## config.mk

```make
export PLATFORM = sky130hd
export DESIGN_NAME = mdu_unit
export DESIGN_NICKNAME = d
export VERILOG_FILES = /design/src/rtl/mdu_unit.sv
export SDC_FILE = /design/constraint.sdc
export NUM_CORES = 1
export LEC_CHECK = 0
export BUFFER_PORTS_ARGS = -buffer_cell sky130_fd_sc_hd__buf_4
export CAP_MARGIN = 20
export CORE_MARGIN = 4
export CORE_UTILIZATION = 62
export CTS_BUF_LIST = sky130_fd_sc_hd__clkbuf_16
export CTS_CLUSTER_DIAMETER = 80
export DETAILED_ROUTE_END_ITERATION = 10
export PLACE_DENSITY = 0.81
export SLEW_MARGIN = 10
export SYNTH_ARGS = -nofsm -noshare
export SYNTH_HDL_FRONTEND = slang
export SYNTH_SLANG_ARGS = --single-unit
```

## constraint.sdc

```tcl
create_clock -name clk_i -period 5.8 [get_ports clk_i]
set_input_delay 0.29 -clock clk_i [delete_from_list [all_inputs] [get_ports clk_i]]
set_output_delay 0.29 -clock clk_i [all_outputs]
set_load 0.1 [all_outputs]
```

## src/rtl/mdu_unit.sv

```systemverilog
// Iterative MIPS multiply/divide unit: owns HI/LO and steps one shift-add or
// restoring shift-subtract per cycle, fixed WIDTH-cycle latency.
module mdu_unit #(
    parameter int WIDTH = 32
) (
    input  logic             clk_i,
    input  logic             rst_i,
    input  logic             start_i,
    input  logic [1:0]       op_i,
    input  logic [WIDTH-1:0] rs_data_i,
    input  logic [WIDTH-1:0] rt_data_i,
    input  logic             hi_we_i,
    input  logic             lo_we_i,
    input  logic             cancel_i,
    output logic             busy_o,
    output logic             done_o,
    output logic [WIDTH-1:0] hi_o,
    output logic [WIDTH-1:0] lo_o
);

    localparam int            CW   = (WIDTH > 1) ? $clog2(WIDTH) : 1;
    localparam logic [CW-1:0] LAST = CW'(WIDTH - 1);

    typedef enum logic [1:0] {
        S_IDLE = 2'd0,
        S_RUN  = 2'd1,
        S_DONE = 2'd2
    } state_t;

    // opnd is the multiplicand (multiply) or the divisor magnitude (divide)
    typedef struct packed {
        logic             is_div;
        logic             neg_q;
        logic             neg_r;
        logic             div0;
        logic [WIDTH-1:0] opnd;
    } op_t;

    state_t             state;
    logic [CW-1:0]      cnt;
    op_t                op_q;
    logic [2*WIDTH-1:0] acc;
    logic [WIDTH-1:0]   hi_q, lo_q;
    logic               busy_q, done_q;

    logic             in_div, in_signed, rs_neg, rt_neg;
    logic [WIDTH-1:0] rs_mag, rt_mag;

    assign in_div    = op_i[1];
    assign in_signed = ~op_i[0];
    assign rs_neg    = in_signed & rs_data_i[WIDTH-1];
    assign rt_neg    = in_signed & rt_data_i[WIDTH-1];
    assign rs_mag    = rs_neg ? -rs_data_i : rs_data_i;
    assign rt_mag    = rt_neg ? -rt_data_i : rt_data_i;

    logic [WIDTH:0]     mul_sum, div_shift, div_diff;
    logic [2*WIDTH-1:0] mul_next, div_next, step, prod;
    logic [WIDTH-1:0]   quo, rem, fin_hi, fin_lo;

    always_comb begin
        mul_sum   = {1'b0, acc[2*WIDTH-1:WIDTH]} + (acc[0] ? {1'b0, op_q.opnd} : '0);
        mul_next  = {mul_sum, acc[WIDTH-1:1]};
        div_shift = {acc[2*WIDTH-1:WIDTH], acc[WIDTH-1]};
        div_diff  = div_shift - {1'b0, op_q.opnd};
        // borrow out means the trial subtract failed: restore and shift in 0
        if (div_diff[WIDTH])
            div_next = {div_shift[WIDTH-1:0], acc[WIDTH-2:0], 1'b0};
        else
            div_next = {div_diff[WIDTH-1:0], acc[WIDTH-2:0], 1'b1};
        step = op_q.is_div ? div_next : mul_next;
        prod = op_q.neg_q ? -step : step;
        quo  = step[WIDTH-1:0];
        rem  = step[2*WIDTH-1:WIDTH];
        if (op_q.is_div) begin
            // divide by zero leaves rem = |rs|, so the sign fixup restores rs
            fin_lo = op_q.div0 ? '1 : (op_q.neg_q ? -quo : quo);
            fin_hi = op_q.neg_r ? -rem : rem;
        end else begin
            fin_hi = prod[2*WIDTH-1:WIDTH];
            fin_lo = prod[WIDTH-1:0];
        end
    end

    always_ff @(posedge clk_i or posedge rst_i) begin
        if (rst_i) begin
            state  <= S_IDLE;
            cnt    <= '0;
            op_q   <= '0;
            acc    <= '0;
            hi_q   <= '0;
            lo_q   <= '0;
            busy_q <= 1'b0;
            done_q <= 1'b0;
        end else begin
            case (state)
                S_RUN: begin
                    if (cancel_i) begin
                        state  <= S_IDLE;
                        busy_q <= 1'b0;
                    end else begin
                        acc <= step;
                        cnt <= cnt + CW'(1);
                        if (cnt == LAST) begin
                            hi_q   <= fin_hi;
                            lo_q   <= fin_lo;
                            state  <= S_DONE;
                            busy_q <= 1'b0;
                            done_q <= 1'b1;
                        end
                    end
                end
                default: begin
                    done_q <= 1'b0;
                    if (start_i && !cancel_i) begin
                        op_q <= '{is_div: in_div,
                                  neg_q:  rs_neg ^ rt_neg,
                                  neg_r:  rs_neg,
                                  div0:   in_div && (rt_data_i == '0),
                                  opnd:   in_div ? rt_mag : rs_mag};
                        acc    <= {{WIDTH{1'b0}}, (in_div ? rs_mag : rt_mag)};
                        cnt    <= '0;
                        state  <= S_RUN;
                        busy_q <= 1'b1;
                    end else begin
                        if (hi_we_i) hi_q <= rs_data_i;
                        if (lo_we_i) lo_q <= rs_data_i;
                        state <= S_IDLE;
                    end
                end
            endcase
        end
    end

    assign busy_o = busy_q;
    assign done_o = done_q;
    assign hi_o   = hi_q;
    assign lo_o   = lo_q;

endmodule
```

==> results of run 1 <==
## through the flow
stage | power [W] | utilization [%] | cells
2_1_floorplan | 0.00530 | - | 2071
3_3_place_gp | 0.00663 | 68.8 | 2449
3_5_place_dp | 0.00671 | 68.8 | 2449
4_1_cts | 0.00797 | 71.4 | 2481
5_1_grt | 0.00853 | 71.5 | 2482
6_report | 0.00816 | 71.5 | 2484
## power breakdown
group	leakage [nW]	switching, W	internal (W)
combinational	5.19	0.00349	0.00166
clock	0.300	0.000626	0.000629
sequential	2.12	0.000287	0.00147
total	7.61	0.00441	0.00376
## kinds of logic after synthesis
group,count (synthesis)
xor gates and xnor gates,159
DFF,173
and+or+nand+nor,744
muxes,51
buffers and inverters,180
adders and majority gates,72
AOI/OAI and AO/OA,692
## registers in the layout, summed over array words and instances, names as in the netlist
register,cells
acc,64
lo_o,32
state,2
busy_o,1
cnt,5
hi_o,32
done_o,1
op_q,36
## path summary, 6_finish.rpt
path | slack (ns) | endpoint | cells past startpoint | start
worst max-delay path | 0.35 | hi_o[4] | 22 | acc[31]
worst min-delay path | -0.03 | op_q[12] | 2 | rst_i
worst max register to register | 0.35 | hi_o[4] | 22 | acc[31]
worst min register to register | 0.49 | lo_o[15] | 1 | lo_o[15]
max in group asynchronous | 4.64 | acc[13] | 3 | rst_i
min in group clk_i | 0.13 | op_q[34] | 2 | op_i[0]
## critical path, cell delays in order (launching register included)
cell and delay, ns:
dfrtp_1 0.41, inv_1 0.07, ha_1 0.16, inv_1 0.06
fa_1 0.45, a211oi_2 0.24, o211ai_1 0.19, and3_1 0.25
o21ba_2 0.25, o2111ai_4 0.26, a21boi_1 0.30, ha_1 0.25
nor3b_1 0.24, o221ai_1 0.19, or2_2 0.34, nor2_1 0.11
nand3_1 0.21, nor2_2 0.28, a21oi_2 0.21, a21oi_1 0.32
xor2_1 0.17, o21ai_0 0.08, mux2_2 0.29
## per-layer routing
metal	GRT usage, %	vias to the layer above
li1	-	7552
met1	56.0	7993
met2	62.7	1227
met3	9.69	226
met4	23.2	0
met5	0	-
## final cells by class
cell class | instances | area (sq um) | share of cell area (%)
multi-input cells | 1718 | 10600 | 60.6
inverters | 62 | 238 | 1.36
well taps | 324 | 405 | 2.31
repair buffers | 173 | 1300 | 7.43
diodes | 2 | 5.00 | 0.0285
clock buffers | 17 | 425 | 2.43
clock inverters | 15 | 196 | 1.12
flip-flops and latches | 173 | 4330 | 24.7
## layout by cell type, fill, tap and decap left out, types with 15 or more instances in the layout
cell type,synthesis,routed
a22o_1,17,17
a31oi_1,26,26
xor2_1,63,63
xnor2_1,96,96
nor2_1,185,181
clkbuf_16,0,17
and3_1,17,17
and2_1,42,42
o21bai_1,16,15
nand2b_1,19,18
o21ai_0,236,236
nand2_1,297,297
a21o_1,25,25
buf_4,0,172
nand3_1,31,31
ha_1,70,70
o211ai_1,28,28
mux2i_1,42,42
a21oi_1,185,184
dfrtp_1,173,172
inv_1,62,61
nor3_1,50,50
o31ai_1,20,20
or3_1,22,22
==> impl_metrics.py, run 1 <==
metrics = {
    "yosys": {
        "postSynthCellCount": 2071,
        "yosysTopAreaCell": "dfrtp_1",
        "synth.distinct_cells": 87,
        "synth_compound_area_share_pct": 27.5,
        "synth-xor-area-share_pct": 8.91,
        "synth_common_cells": "297 x nand2_1, 236 x o21ai_0, 185 x a21oi_1, 185 x nor2_1, 173 x dfrtp_1",
        "synth_area_leaders": "dfrtp_1 28%, o21ai_0 7.6%, nand2_1 7.1%",
        "syn-cell-area_sq_mm": 0.0156,
        "yosysMostFrequentCell": "nand2_1",
        "yosys_warnings": 0,
        "yosys.area_share.adder_pct": 5.86,
        "synth_edf_count": 0,
        "synth_top_family_by_area": "compound AO/OA/AOI/OAI gates",
        "muxShareOfSynthArea_pct": 3.34,
        "syn_area_per_cell_sq_um": 7.55,
        "synth_fp_nets": 2215,
        "synth_flop_cell": "dfrtp_1",
        "synthSimpleGateAreaFrac_pct": 22.1,
        "synth_top_area_share_pct": 27.7,
        "ys_seq_area_share_pct": 27.7,
        "synth-seq-cells": 173,
        "synth-async-reset-ratio_pct": 100,
    },
    "detailed_routing": {
        "wirelength_microns": 60200,
        "first_pass_iters": 6,
        "drt_iter0_drc": 2648,
        "via_count": 17000,
        "met1Wirelength_microns": 22800,
        "ant_nets": 0,
        "wl_met3_microns": 7880,
        "top_layer_used": "met4",
        "drc": 0,
        "wl_met2_microns": 25700,
        "drt-wirelength-per-cell_microns": 24.2,
        "vias_per_cell": 6.84,
    },
    "clock_tree": {
        "htree_levels": 4,
        "clk_pin_slew_ns": 0.08,
        "cts_hold_buf": 0,
        "cts_tree": "done",
        "cts_resized": 0,
        "numCtsBuffers": 17,
        "ctsRootBufferMaster": "clkbuf_16",
        "clk_path_buf_depth": 2,
        "post_cts_buffers": 0,
        "clock_latency_ns": 0.45,
        "cts.sinks": 173,
    },
    "die": {
        "die_y_microns": 167,
        "fp.dieArea_sq_mm": 0.0278,
        "initial_core_util_pct": 63.7,
        "dieWidth_microns": 167,
        "fp.coreArea_sq_mm": 0.0245,
        "row_count": 57,
        "pin_count": 138,
    },
    "power": {
        "powerDensity_mw_per_mm2": 465,
        "irDropWorstVdd_uv": 287,
        "p_leak_nw": 7.61,
    },
    "setup_path": {
        "required_ns": 6.13,
        "start_kind": "register",
        "criticalPathCategory": "reg2reg",
        "arrival_ns": 5.78,
        "worstSetupEndpointType": "register",
        "crit_fanout": 14,
    },
    "timing": {
        "max_freq_mhz": 183,
        "worst_pin_slew_ns": 1.15,
        "holdWs_ns": -0.0344,
        "period_needed_ns": 5.45,
        "fin_crit_sh_pct": 94.0,
        "rsz0062_at_grt": "false",
        "slew_headroom_pct": 23.5,
        "setup_viol": 0,
        "fin_setup_tns_ns": 0,
        "maxSlewViolCount": 0,
        "setup_slack_ns": 0.349,
        "hold_viol_final": 20,
        "clock_skew_ns": 0.0138,
    },
    "run_status": {
        "violations": "negative hold slack",
        "status": "complete, but fails checks",
    },
    "placed_design": {
        "dpl_cell_area_sq_mm": 0.0169,
        "port_buffers": 137,
        "place_congestion": 1.05,
        "dp_slack_ns": 0.344,
        "dp_hpwl_microns": 45800,
    },
    "cells_and_area": {
        "area_growth_pct": 12.1,
        "nNetsFinal": 2289,
        "design_area_sq_mm": 0.0175,
        "drive_above_1_share_pct": 12.2,
        "fillerInstances": 2106,
    },
    "global_routing": {
        "antenna_found_initial": 3,
        "grt_pass1_vias": 15800,
        "grt_overflow_total": 0,
        "grt_max_degree": 100,
        "grt_pass1_wl_microns": 91700,
        "groute.usage.overall_pct": 41.8,
    },
    "job": {
        "cap_violations": 0,
    },
    "hold_path": {
        "min_path_type": "in2async",
    },
}
Power figures use the tool's default switching activity.
==> inputs of run 2 (changes only) <==
- CELL_PAD_IN_SITES_DETAIL_PLACEMENT: not set -> 0
- CELL_PAD_IN_SITES_GLOBAL_PLACEMENT: not set -> 1
- CORE_UTILIZATION: 62 -> 46
- SLEW_MARGIN: 10 -> not set
==> impl_metrics.py, run 2 (synthesized netlist as in run 1, its figures left out) <==
metrics = {
    "detailed_routing": {
        "ant_nets": 0,
        "vias_per_cell": 6.20,
        "first_pass_iters": 5,
        "wirelength_microns": 61700,
        "drc": 0,
        "drt_iter0_drc": 1552,
        "drt-wirelength-per-cell_microns": 23.7,
        "via_count": 16200,
    },
    "die": {
        "pin_count": 138,
        "die_y_microns": 192,
        "fp.coreArea_sq_mm": 0.0335,
        "initial_core_util_pct": 46.6,
        "dieWidth_microns": 192,
        "fp.dieArea_sq_mm": 0.0370,
        "row_count": 67,
    },
    "cells_and_area": {
        "reg_top3": "acc (64), op_q (36)",
        "area_growth_pct": 13.3,
        "layout_common_cells": "297 x nand2_1, 236 x o21ai_0, 185 x a21oi_1, 181 x nor2_1, 173 x buf_4",
        "largest_register_ffs": 64,
        "regMostFlops": "acc",
        "final_common_cell": "nand2_1",
        "post-route-util_pct": 52.9,
        "nNetsFinal": 2291,
        "fillerInstances": 3335,
        "drive_above_1_share_pct": 12.2,
    },
    "setup_path": {
        "required_ns": 6.10,
        "crit_fanout": 9,
        "worstSetupEndpointType": "register",
        "start_kind": "register",
        "worstRegToRegCells": 22,
        "arrival_ns": 5.69,
        "criticalPathCategory": "reg2reg",
    },
    "clock_tree": {
        "numCtsBuffers": 17,
        "cts_resized": 0,
        "ctsRootBufferMaster": "clkbuf_16",
        "clock_latency_ns": 0.45,
        "cts_hold_buf": 0,
        "cts_tree": "done",
        "clk_path_buf_depth": 2,
        "cts.sinks": 173,
        "clk_pin_slew_ns": 0.08,
        "post_cts_buffers": 0,
        "htree_levels": 4,
    },
    "timing": {
        "setup_viol": 0,
        "hold_viol_final": 0,
        "clock_skew_ns": 0.0181,
        "maxSlewViolCount": 0,
        "rsz0062_at_grt": "false",
        "period_needed_ns": 5.39,
        "worst_pin_slew_ns": 1.11,
        "fin_crit_sh_pct": 93.0,
        "fin_setup_tns_ns": 0,
        "slew_headroom_pct": 25.9,
        "max_freq_mhz": 185,
    },
    "global_routing": {
        "antenna_found_initial": 3,
        "grt_pass1_wl_microns": 92200,
        "grt_pass1_vias": 15500,
        "groute.usage.overall_pct": 32.9,
        "grt_max_degree": 102,
        "grt_overflow_total": 0,
    },
    "job": {
        "cap_violations": 0,
    },
    "power": {
        "p_leak_nw": 7.63,
        "powerDensity_mw_per_mm2": 457,
        "irDropWorstVdd_uv": 265,
    },
    "placed_design": {
        "dp_hpwl_microns": 47400,
        "port_buffers": 137,
        "place_congestion": 0.964,
    },
    "hold_path": {
        "min_path_type": "in2async",
    },
    "run_status": {
        "status": "complete, no violations",
    },
}
run 2: cell count changes in the layout (fill, tap and decap cells not counted), sizes merged:
| cell | previous run | this run |
|---|---|---|
| buf | 173 | 175 |
| bufinv | 1 | 4 |
| clkinv | 6 | 3 |
run 2: worst paths after layout:
path                         start        to  slack [ns]
setup reg to reg           acc[31]  hi_o[26]        0.41
setup / recovery           acc[31]  hi_o[26]        0.41
hold reg to reg             done_o    done_o        0.49
min in group clk_i         op_i[0]  op_q[34]        0.09
hold / removal               rst_i  op_q[32]        0.03
max in group asynchronous    rst_i   acc[25]        4.59
run 2: report_power, final:
part | total (W) | switching (W) | internal (W)
Sequential | 0.00176 | 0.000291 | 0.00147
Combinational | 0.00504 | 0.00338 | 0.00167
Clock | 0.00130 | 0.000566 | 0.000730
Total | 0.00810 | 0.00423 | 0.00387
run 2: metal layers:
layer  GRT usage, %  share of wire [%]
met3           5.05                7.4
met1           42.3                 40
met2           54.1                 47
met5              0              0.021
met4           16.0                5.5
run 2: stage by stage:
stage | area, sq um | hold slack (ns) | total power, W | cells | setup WS (ns)
4_1_cts | 17700 | 0.0544 | 0.00802 | 2605 | 0.424
6_report | 17700 | 0.0309 | 0.00810 | 2610 | 0.405
3_5_place_dp | 17000 | 0.474 | 0.00672 | 2573 | 0.446
2_1_floorplan | 15600 | 0.386 | 0.00530 | 2071 | 0.822
3_3_place_gp | 17000 | 0.468 | 0.00668 | 2573 | 0.558
5_1_grt | 17700 | 0.0795 | 0.00855 | 2608 | 0.0341
run 2: area by class of cell:
cell class	instances	area (sq um)	share of cell area, %
Antenna cell	2	5.00	0.0282
Clock buffer	17	425	2.40
Clock inverter	15	206	1.16
Inverter	62	238	1.34
Multi-Input combinational cell	1718	10600	60.0
Sequential cell	173	4330	24.4
Tap cell	448	561	3.16
Timing Repair Buffer	175	1330	7.50
run 2: worst max-delay path, stage by stage, from the launching register on:
cell and delay [ns]:
dfrtp_1 0.42, inv_1 0.07, ha_1 0.16, inv_1 0.05, fa_1 0.44, a211oi_2 0.24, o211ai_1 0.17, and3_1 0.25
o21ba_2 0.25, o2111ai_4 0.23, a21boi_1 0.28, ha_1 0.23, nor3b_1 0.24, o221ai_1 0.20, or2_2 0.35, nor2_1 0.10
nand3_1 0.21, nor2_2 0.28, a21oi_1 0.20, buf_4 0.24, o31ai_1 0.34, xnor2_1 0.16, o221ai_1 0.12
